$ cat config.mk
export PLATFORM = sky130hd
export DESIGN_NAME = rotary_encoder
export DESIGN_NICKNAME = d
export VERILOG_FILES = /design/src/rtl/rotary_encoder.sv
export SDC_FILE = /design/constraint.sdc
export NUM_CORES = 1
export LEC_CHECK = 0
export CAP_MARGIN = 20
export CORE_ASPECT_RATIO = 1.4
export CORE_MARGIN = 2
export CORE_UTILIZATION = 30
export DETAILED_ROUTE_END_ITERATION = 12
export DONT_BUFFER_PORTS = 1
export HOLD_SLACK_MARGIN = 0.12
export PLACE_DENSITY_LB_ADDON = 0.1
export SYNTH_ARGS = -nofsm -noshare
export SYNTH_HDL_FRONTEND = slang
export SYNTH_SLANG_ARGS = --single-unit
$ cat constraint.sdc
create_clock -name clk -period 2.9 [get_ports clk]
set_clock_uncertainty 0.15 [all_clocks]
set_input_delay 0.145 -clock clk [delete_from_list [all_inputs] [get_ports clk]]
set_output_delay 0.145 -clock clk [all_outputs]
set_load 0.02 [all_outputs]
$ cat src/rtl/rotary_encoder.sv
// Quadrature rotary encoder front end: two-flop synchronizers, per-channel
// debounce, a short power-up sequence and a modulo-4 signed position with
// one-cycle step/glitch pulses. All outputs come straight from registers.
module rotary_encoder #(
  parameter int DEBOUNCE_CYCLES = 16,
  parameter bit INVERT          = 1'b0
) (
  input  logic              clk,
  input  logic              reset,
  input  logic              enc_a,
  input  logic              enc_b,
  output logic signed [1:0] encoder_value,
  output logic              step_cw,
  output logic              step_ccw,
  output logic              glitch
);

  typedef enum logic [1:0] {
    INIT0 = 2'd0,
    INIT1 = 2'd1,
    RUN   = 2'd2
  } state_t;

  localparam logic [15:0] CNT_MAX = 16'(DEBOUNCE_CYCLES - 1);

  // Direction of a single-channel move on the stable {a,b} pair.
  // Forward order is 00 -> 10 -> 11 -> 01 -> 00.
  function automatic logic is_forward(input logic a_moved, input logic a_old,
                                      input logic b_old, input logic a_new,
                                      input logic b_new);
    logic fwd;
    if (a_moved) begin
      fwd = a_new ^ b_old;
    end else begin
      fwd = ~(b_new ^ a_old);
    end
    return fwd;
  endfunction

  state_t      r_state;
  state_t      w_state_next;
  logic        r_a_meta, r_a_sync, r_b_meta, r_b_sync;
  logic        r_a_stable, r_b_stable;
  logic        w_a_stable_next, w_b_stable_next;
  logic [15:0] r_a_cnt, r_b_cnt;
  logic [15:0] w_a_cnt_next, w_b_cnt_next;
  logic [1:0]  r_value, w_value_next;
  logic        r_step_cw, r_step_ccw, r_glitch;
  logic        w_cw_next, w_ccw_next, w_glitch_next;
  logic        w_a_accept, w_b_accept, w_fwd;

  // Two-flop synchronizers: the only logic that touches the raw pins.
  always_ff @(posedge clk or posedge reset) begin
    if (reset) begin
      r_a_meta <= 1'b0;
      r_a_sync <= 1'b0;
      r_b_meta <= 1'b0;
      r_b_sync <= 1'b0;
    end else begin
      r_a_meta <= enc_a;
      r_a_sync <= r_a_meta;
      r_b_meta <= enc_b;
      r_b_sync <= r_b_meta;
    end
  end

  // Next-state, debounce and output decode; everything defaults to "hold".
  always_comb begin
    w_state_next    = r_state;
    w_a_stable_next = r_a_stable;
    w_b_stable_next = r_b_stable;
    w_a_cnt_next    = r_a_cnt;
    w_b_cnt_next    = r_b_cnt;
    w_value_next    = r_value;
    w_cw_next       = 1'b0;
    w_ccw_next      = 1'b0;
    w_glitch_next   = 1'b0;
    w_a_accept      = 1'b0;
    w_b_accept      = 1'b0;
    w_fwd           = 1'b0;
    case (r_state)
      INIT0: begin
        w_state_next = INIT1;
        w_a_cnt_next = 16'd0;
        w_b_cnt_next = 16'd0;
      end
      INIT1: begin
        // Load from the first flop: that is what the sync flop holds after
        // this edge, so a pin steady across reset release never looks like
        // a pending change once RUN starts.
        w_state_next    = RUN;
        w_a_stable_next = r_a_meta;
        w_b_stable_next = r_b_meta;
        w_a_cnt_next    = 16'd0;
        w_b_cnt_next    = 16'd0;
      end
      RUN: begin
        w_state_next = RUN;
        if (r_a_sync == r_a_stable) begin
          w_a_cnt_next = 16'd0;
        end else if (r_a_cnt == CNT_MAX) begin
          w_a_accept      = 1'b1;
          w_a_stable_next = r_a_sync;
          w_a_cnt_next    = 16'd0;
        end else begin
          w_a_cnt_next = r_a_cnt + 16'd1;
        end
        if (r_b_sync == r_b_stable) begin
          w_b_cnt_next = 16'd0;
        end else if (r_b_cnt == CNT_MAX) begin
          w_b_accept      = 1'b1;
          w_b_stable_next = r_b_sync;
          w_b_cnt_next    = 16'd0;
        end else begin
          w_b_cnt_next = r_b_cnt + 16'd1;
        end
        w_fwd = is_forward(w_a_accept, r_a_stable, r_b_stable,
                           r_a_sync, r_b_sync) ^ INVERT;
        if (w_a_accept && w_b_accept) begin
          w_glitch_next = 1'b1;
        end else if (w_a_accept || w_b_accept) begin
          if (w_fwd) begin
            w_value_next = r_value + 2'd1;
            w_cw_next    = 1'b1;
          end else begin
            w_value_next = r_value - 2'd1;
            w_ccw_next   = 1'b1;
          end
        end else begin
          w_value_next = r_value;
        end
      end
      default: begin
        w_state_next = INIT0;
      end
    endcase
  end

  // State, debounce and output registers.
  always_ff @(posedge clk or posedge reset) begin
    if (reset) begin
      r_state    <= INIT0;
      r_a_stable <= 1'b0;
      r_b_stable <= 1'b0;
      r_a_cnt    <= 16'd0;
      r_b_cnt    <= 16'd0;
      r_value    <= 2'd0;
      r_step_cw  <= 1'b0;
      r_step_ccw <= 1'b0;
      r_glitch   <= 1'b0;
    end else begin
      r_state    <= w_state_next;
      r_a_stable <= w_a_stable_next;
      r_b_stable <= w_b_stable_next;
      r_a_cnt    <= w_a_cnt_next;
      r_b_cnt    <= w_b_cnt_next;
      r_value    <= w_value_next;
      r_step_cw  <= w_cw_next;
      r_step_ccw <= w_ccw_next;
      r_glitch   <= w_glitch_next;
    end
  end

  assign encoder_value = r_value;
  assign step_cw       = r_step_cw;
  assign step_ccw      = r_step_ccw;
  assign glitch        = r_glitch;

endmodule

# Word level (Yosys, flattened, before mapping)
# Cells that the tools add are included.
# totals
in_bits	4
regBits	45
out_inout_bits	5
# classes
reduce_logical	10
n_eq_ne	10
addsub	4
bitwise	4
mux	32
# op_table
cell	count
2-to-1 mux 16 bit	4
one-hot mux 16 bit (2 select lines)	2
adder 16 x 1 -> 16 bit, second input constant	2
== test 16 x 4 -> 1 bit, second input constant	2
2-to-1 mux 1 bit	22
AND reduction 3 bit	3
inequality test 2 bit, second input constant	4
one-hot mux 1 bit (2 select lines)	2
one-hot mux 2 bit (2 select lines)	1
nonzero test 2 bit	2
OR reduction 2 bit	2
adder 2 x 1 -> 2 bit, second input constant	1
== test 1 bit	2
== test 2 x 1 -> 1 bit, second input constant	1
== test 2 bit, second input constant	1
logical NOT 2 bit	1
2-to-1 mux 2 bit	1
inverter 1 bit	2
subtractor 2 x 1 -> 2 bit, second input constant	1
bitwise XOR 1 bit	2
logical AND 1 bit	1
logical OR 1 bit	1

# Depth between registers and ports, before layout
# depth
depth_word	10
ltp_mapped	10
ltp_nobuf	10

# Worst setup path before layout
# No wires, ideal clock.
# synth_timing
path_kind	reg2reg
from	register r_a_cnt[0]
to	register r_value[1] (netlist: encoder_value[1])
period_less_slack_ns	2.246
slack_ns	0.654
t_required_ns	2.622
arrival_time_ns	1.967
path_stages_with_launch	10
path_cell_list	dfrtp_1 > ha_1 > and4b_1 > and2_1 > and4_1 > ha_1 > nand2_1 > a211oi_1 > a41oi_2 > xnor2_1
# synth_via
elab_chain_cells	7
# synth_rtl
item	line	source
start: declaration	45	logic [15:0] r_a_cnt, r_b_cnt;
start signal: assignment	155	r_a_cnt <= w_a_cnt_next;
== test 16 x 4 -> 1 bit *	101	end else if (r_a_cnt == CNT_MAX) begin
2-to-1 mux 1 bit *	101	
2-to-1 mux 1 bit *	99	if (r_a_sync == r_a_stable) begin
2-to-1 mux 1 bit *	81	case (r_state)
2-to-1 mux 1 bit or logical AND 1 bit (tied branches)	32, 119	
2-to-1 mux 1 bit or inverter 1 bit (tied branches)	--	
2-to-1 mux 2 bit or AND reduction 3 bit (tied branches)	--	
end signal: assignment	157	r_value <= w_value_next;
end: declaration	47	logic [1:0] r_value, w_value_next;
# Mark *: on every way between the ends. The rest lies on a longest branch, timed or not. The select of a mux whose other input is x is not followed.
# A chain may end at the register's enable or synchronous reset.

# Worst setup path in the final report
# layout_timing
from	register r_b_cnt[0]
to	register r_value[1] (netlist: encoder_value[1])
# layout_via
elab_chain_cells	7
# layout_rtl
item	line	source
start: declaration	45	
start signal: assignment	156	r_b_cnt <= w_b_cnt_next;
== test 16 x 4 -> 1 bit *	110	end else if (r_b_cnt == CNT_MAX) begin
2-to-1 mux 1 bit *	110	
2-to-1 mux 1 bit *	108	if (r_b_sync == r_b_stable) begin
2-to-1 mux 1 bit *	81	
logical AND 1 bit	119	if (w_a_accept && w_b_accept) begin
inverter 1 bit (no line)	--	
AND reduction 3 bit (no line) *	--	
# Marks and branches as above.

==> summary.md <==
| Metric | Value |
|---|---|
| Ys Warns | 0 |
| Crit path to | encoder_value[1] |
| CTS buffer count | 5 |
| Sequential share of the synthesized area | about half |
| Final Setup Violations | 0 |
| Share of cells above drive strength 1 | 9.70% |
| Status | finished, final reports clean |
| Synth Area per Inst | 10.2 sq um |
| Max Used Layer | met4 |
| Hold crit path type | input pin to async pin |
| Final instance area | 0.00258 sq mm |
| VDD IR max | 0.179 mV |
| TritonCTS Sinks | 45 |
| Synthesized flop and latch total | 45 |
| RSZ-0062 raised after global routing | false |
| Vias per Instance | 4.64 |
| Fin util | 34.8% |
| CTS tree | built |
| Mapped Area | 0.00232 sq mm |
| Die ar. | 0.00847 sq mm |
| Worst slack, placed | 502 ps |
| Core area | 0.00741 sq mm |
| Register area | roughly 0.0011 sq mm |
| Startpoint class of the critical path | flop |
| Initial Util | between 30% and 40% |
| Post-cts sizing count | 0 |
| CTS Hold Buffers Added | 3 |
| Critical path endpoint category | flop |
| Crit path from | r_b_cnt[0] |
| Final net count | 249 |
| DR iter-0 viols | 47 |
| Met2 routed WL | 2.30 mm |
| Vias | 1550 |
| Clock buffer depth | 2 |
| Fillers | 755 |
| Met3 wire length | 85 um |
| GRT overflow | 0 |
| Metal-1 WL | about 2.1 mm |
| Setup TNS | 0 ps |
| Pwr Density | between 400 and 500 mW/mm^2 |
| Die Ht | 108 um |
| DRT Pass-1 Iters | 4 |
| Reg2Reg Setup Slack | 500 ps |
| Critical R2R Capture | encoder_value[1] |
| Syn_nets | 240 |
| Worst-Skew Late Latency | 290 ps |
| Drt total wl | 4.54 mm |
| Drt drc | 0 |
| HPWL after DPL | 3.16 mm |
| Rel. slew slack | 68.8% |
| Crit path max fanout | 5 |
| Crit share post-route | 82.9% |
| Vias in the first global route | 1608 |
| Area grow syn2layout | 11.1% |
| Largest net degree at the start of global routing | 46 |
| Synth Instances | 228 |
| Multi-input gate area | ~0.0011 sq mm |
| Required @ worst endpoint | 2930 ps |
| Cell row count | 37 |
| Setup WS post-layout | ~500 ps |
| Lkg Pwr | roughly 1.1 nW |
| I/O Buffers | 0 |
| Placed cell areas | 0.00244 sq mm |
| Die width | 78.3 um |
| First-pass GRT wire length | ~8 mm |
| FMAX | 416 MHz |
| Unique cell type count in the Yosys netlist | 47 |
| Worst-case reg-to-reg path depth | 10 |
| MaxCap Viol Count | 0 |
| Slew @ Worst Pin | ~460 ps |
| Initial antenna violation count | 0 |
| ANT nets after route | 0 |
| Wire per inst | around 14 um |
| Gpl congestion | 0.744 |
| Post-route minimum period | 2400 ps |
| Final Total Pwr | 1.15 mW |
| Max-slew violations | 0 |
| CP arrival | roughly 2400 ps |
| GRT Total Usage | 12.1% |
| I/O pin count | 9 |
| Crit Path Class | flop to flop |
| Clock-pin slew on the worst setup and hold paths | 80 ps |
| Buffer count from post-CTS setup fixing | 0 |
| Fin. Hold Viols | 0 |
| H-tree depth | 2 |
| FF-to-FF Start | r_b_cnt[0] |
| CTS Root Cell | clkbuf_8 |
| N_diodes | 0 |
-- per-layer routing --
layer | vias to the layer above | track usage, %
met4 | 0 | 4.14
met2 | 12 | 21.7
met3 | 5 | 2.50
met5 | - | 0
li1 | 800 | -
met1 | 733 | 14.2
-- layout make-up --
class                           instances  area share (%)
Inverter                                8            1.17
Multi-Input combinational cell        170            44.3
Sequential cell                        45            43.7
Timing Repair Buffer                    7            2.82
Clock buffer                            7            3.35
Tap cell                               97            4.71
-- cells in the final DEF, fill, tap and decap left out, types with 2 or more instances in the layout --
cell type	n
a211oi_1	2
a21o_1	2
a21oi_1	3
a31oi_1	2
and2_1	4
and3_1	4
and4_1	2
buf_4	3
clkbuf_8	6
dfrtp_1	45
dlygate4sd3_1	3
ha_1	8
inv_1	7
nand2_1	20
nand2b_1	4
nand3_1	9
nand3b_1	2
nand4_1	4
nor2_1	29
nor2b_1	7
nor3_1	5
nor4_4	2
o21ai_0	8
o31ai_1	2
or3_1	2
xnor2_1	12
xor2_1	16
-- through the flow --
stage                     cells  hold WS, ps
after CTS                   333          237
final                       334          156
after global placement      323         26.5
after detailed placement    323         26.5
after global routing        334          182
after floorplan             228         26.4
-- registers in the layout, indices dropped and copies added, names as in the netlist --
register,flops
step_cw,1
r_a_cnt,16
r_a_stable,1
encoder_value,2
r_b_sync,1
r_b_stable,1
step_ccw,1
r_a_meta,1
r_b_meta,1
r_state,2
r_a_sync,1
glitch,1
r_b_cnt,16
-- how the worst min path moves through the flow --
stage,startpoint,endpoint,slack (ps),depth (start not counted)
after global placement,enc_b,r_b_meta,30,0
final,reset,r_a_cnt[12],160,2
after detailed placement,enc_a,r_a_meta,30,0
after global routing,reset,r_a_cnt[12],180,2
after floorplan,enc_a,r_a_meta,30,0
after CTS,enc_b,r_b_meta,240,1
-- power breakdown --
group	total, mW	switching (mW)	internal (mW)
logic	0.0903	0.0535	0.0369
clock network	0.395	0.206	0.189
registers	0.665	0.0200	0.645
total	1.15	0.279	0.871
-- worst max-delay path, stage by stage (launching register included) --
cell,delay (ps)
dfrtp_1,410
ha_1,220
nor4b_1,280
nand4_1,190
nand2b_1,230
inv_1,110
ha_1,160
nand2_1,80
a211oi_1,240
a41oi_2,70
xnor2_1,150
-- synthesized netlist by cell type (all sizes together) --
library cell / n / area share, %
nand4: 5 / 1.6
nand3: 10 / 2.4
and3: 4 / 1.1
mux2i: 1 / 0.43
xnor2: 12 / 4.5
buf: 4 / 0.86
xor2: 16 / 6.0
nand2b: 4 / 1.1
and4b: 1 / 0.43
nor4b: 1 / 0.38
ha: 8 / 4.3
and4: 3 / 1.2
or2: 1 / 0.27
nand3b: 2 / 0.65
and2: 5 / 1.5
nor3: 6 / 1.5
nand2: 20 / 3.2
nor2b: 7 / 1.9
a31oi: 2 / 0.54
inv: 8 / 1.3
a211oi: 2 / 0.65
a21oi: 3 / 0.65
o211ai: 1 / 0.32
o31ai: 2 / 0.65
a41oi: 1 / 0.70
nand4b: 1 / 0.38
a41o: 1 / 0.43
nor2: 30 / 5.0
a21boi: 1 / 0.32
a21o: 2 / 0.65
dfrtp: 45 / 49
o21ai: 9 / 1.9
nor4: 4 / 2.6
clkbuf: 1 / 0.16
or3: 3 / 1.0
or3b: 1 / 0.38
nor4bb: 1 / 0.43
-- cells by family (layout without fill, tap and decap cells) --
group / count (synthesis) / after routing / share of synthesized area, %
AOI/OAI and AO/OA: 24 / 24 / 6.85
xor gates and xnor gates: 28 / 28 / 10.6
adders and majority gates: 8 / 8 / 4.31
buffers and inverters: 13 / 22 / 2.32
DFF: 45 / 45 / 48.5
muxes: 1 / 1 / 0.431
and+or+nand+nor: 109 / 109 / 27.0
(Power assumes the default switching activity.)
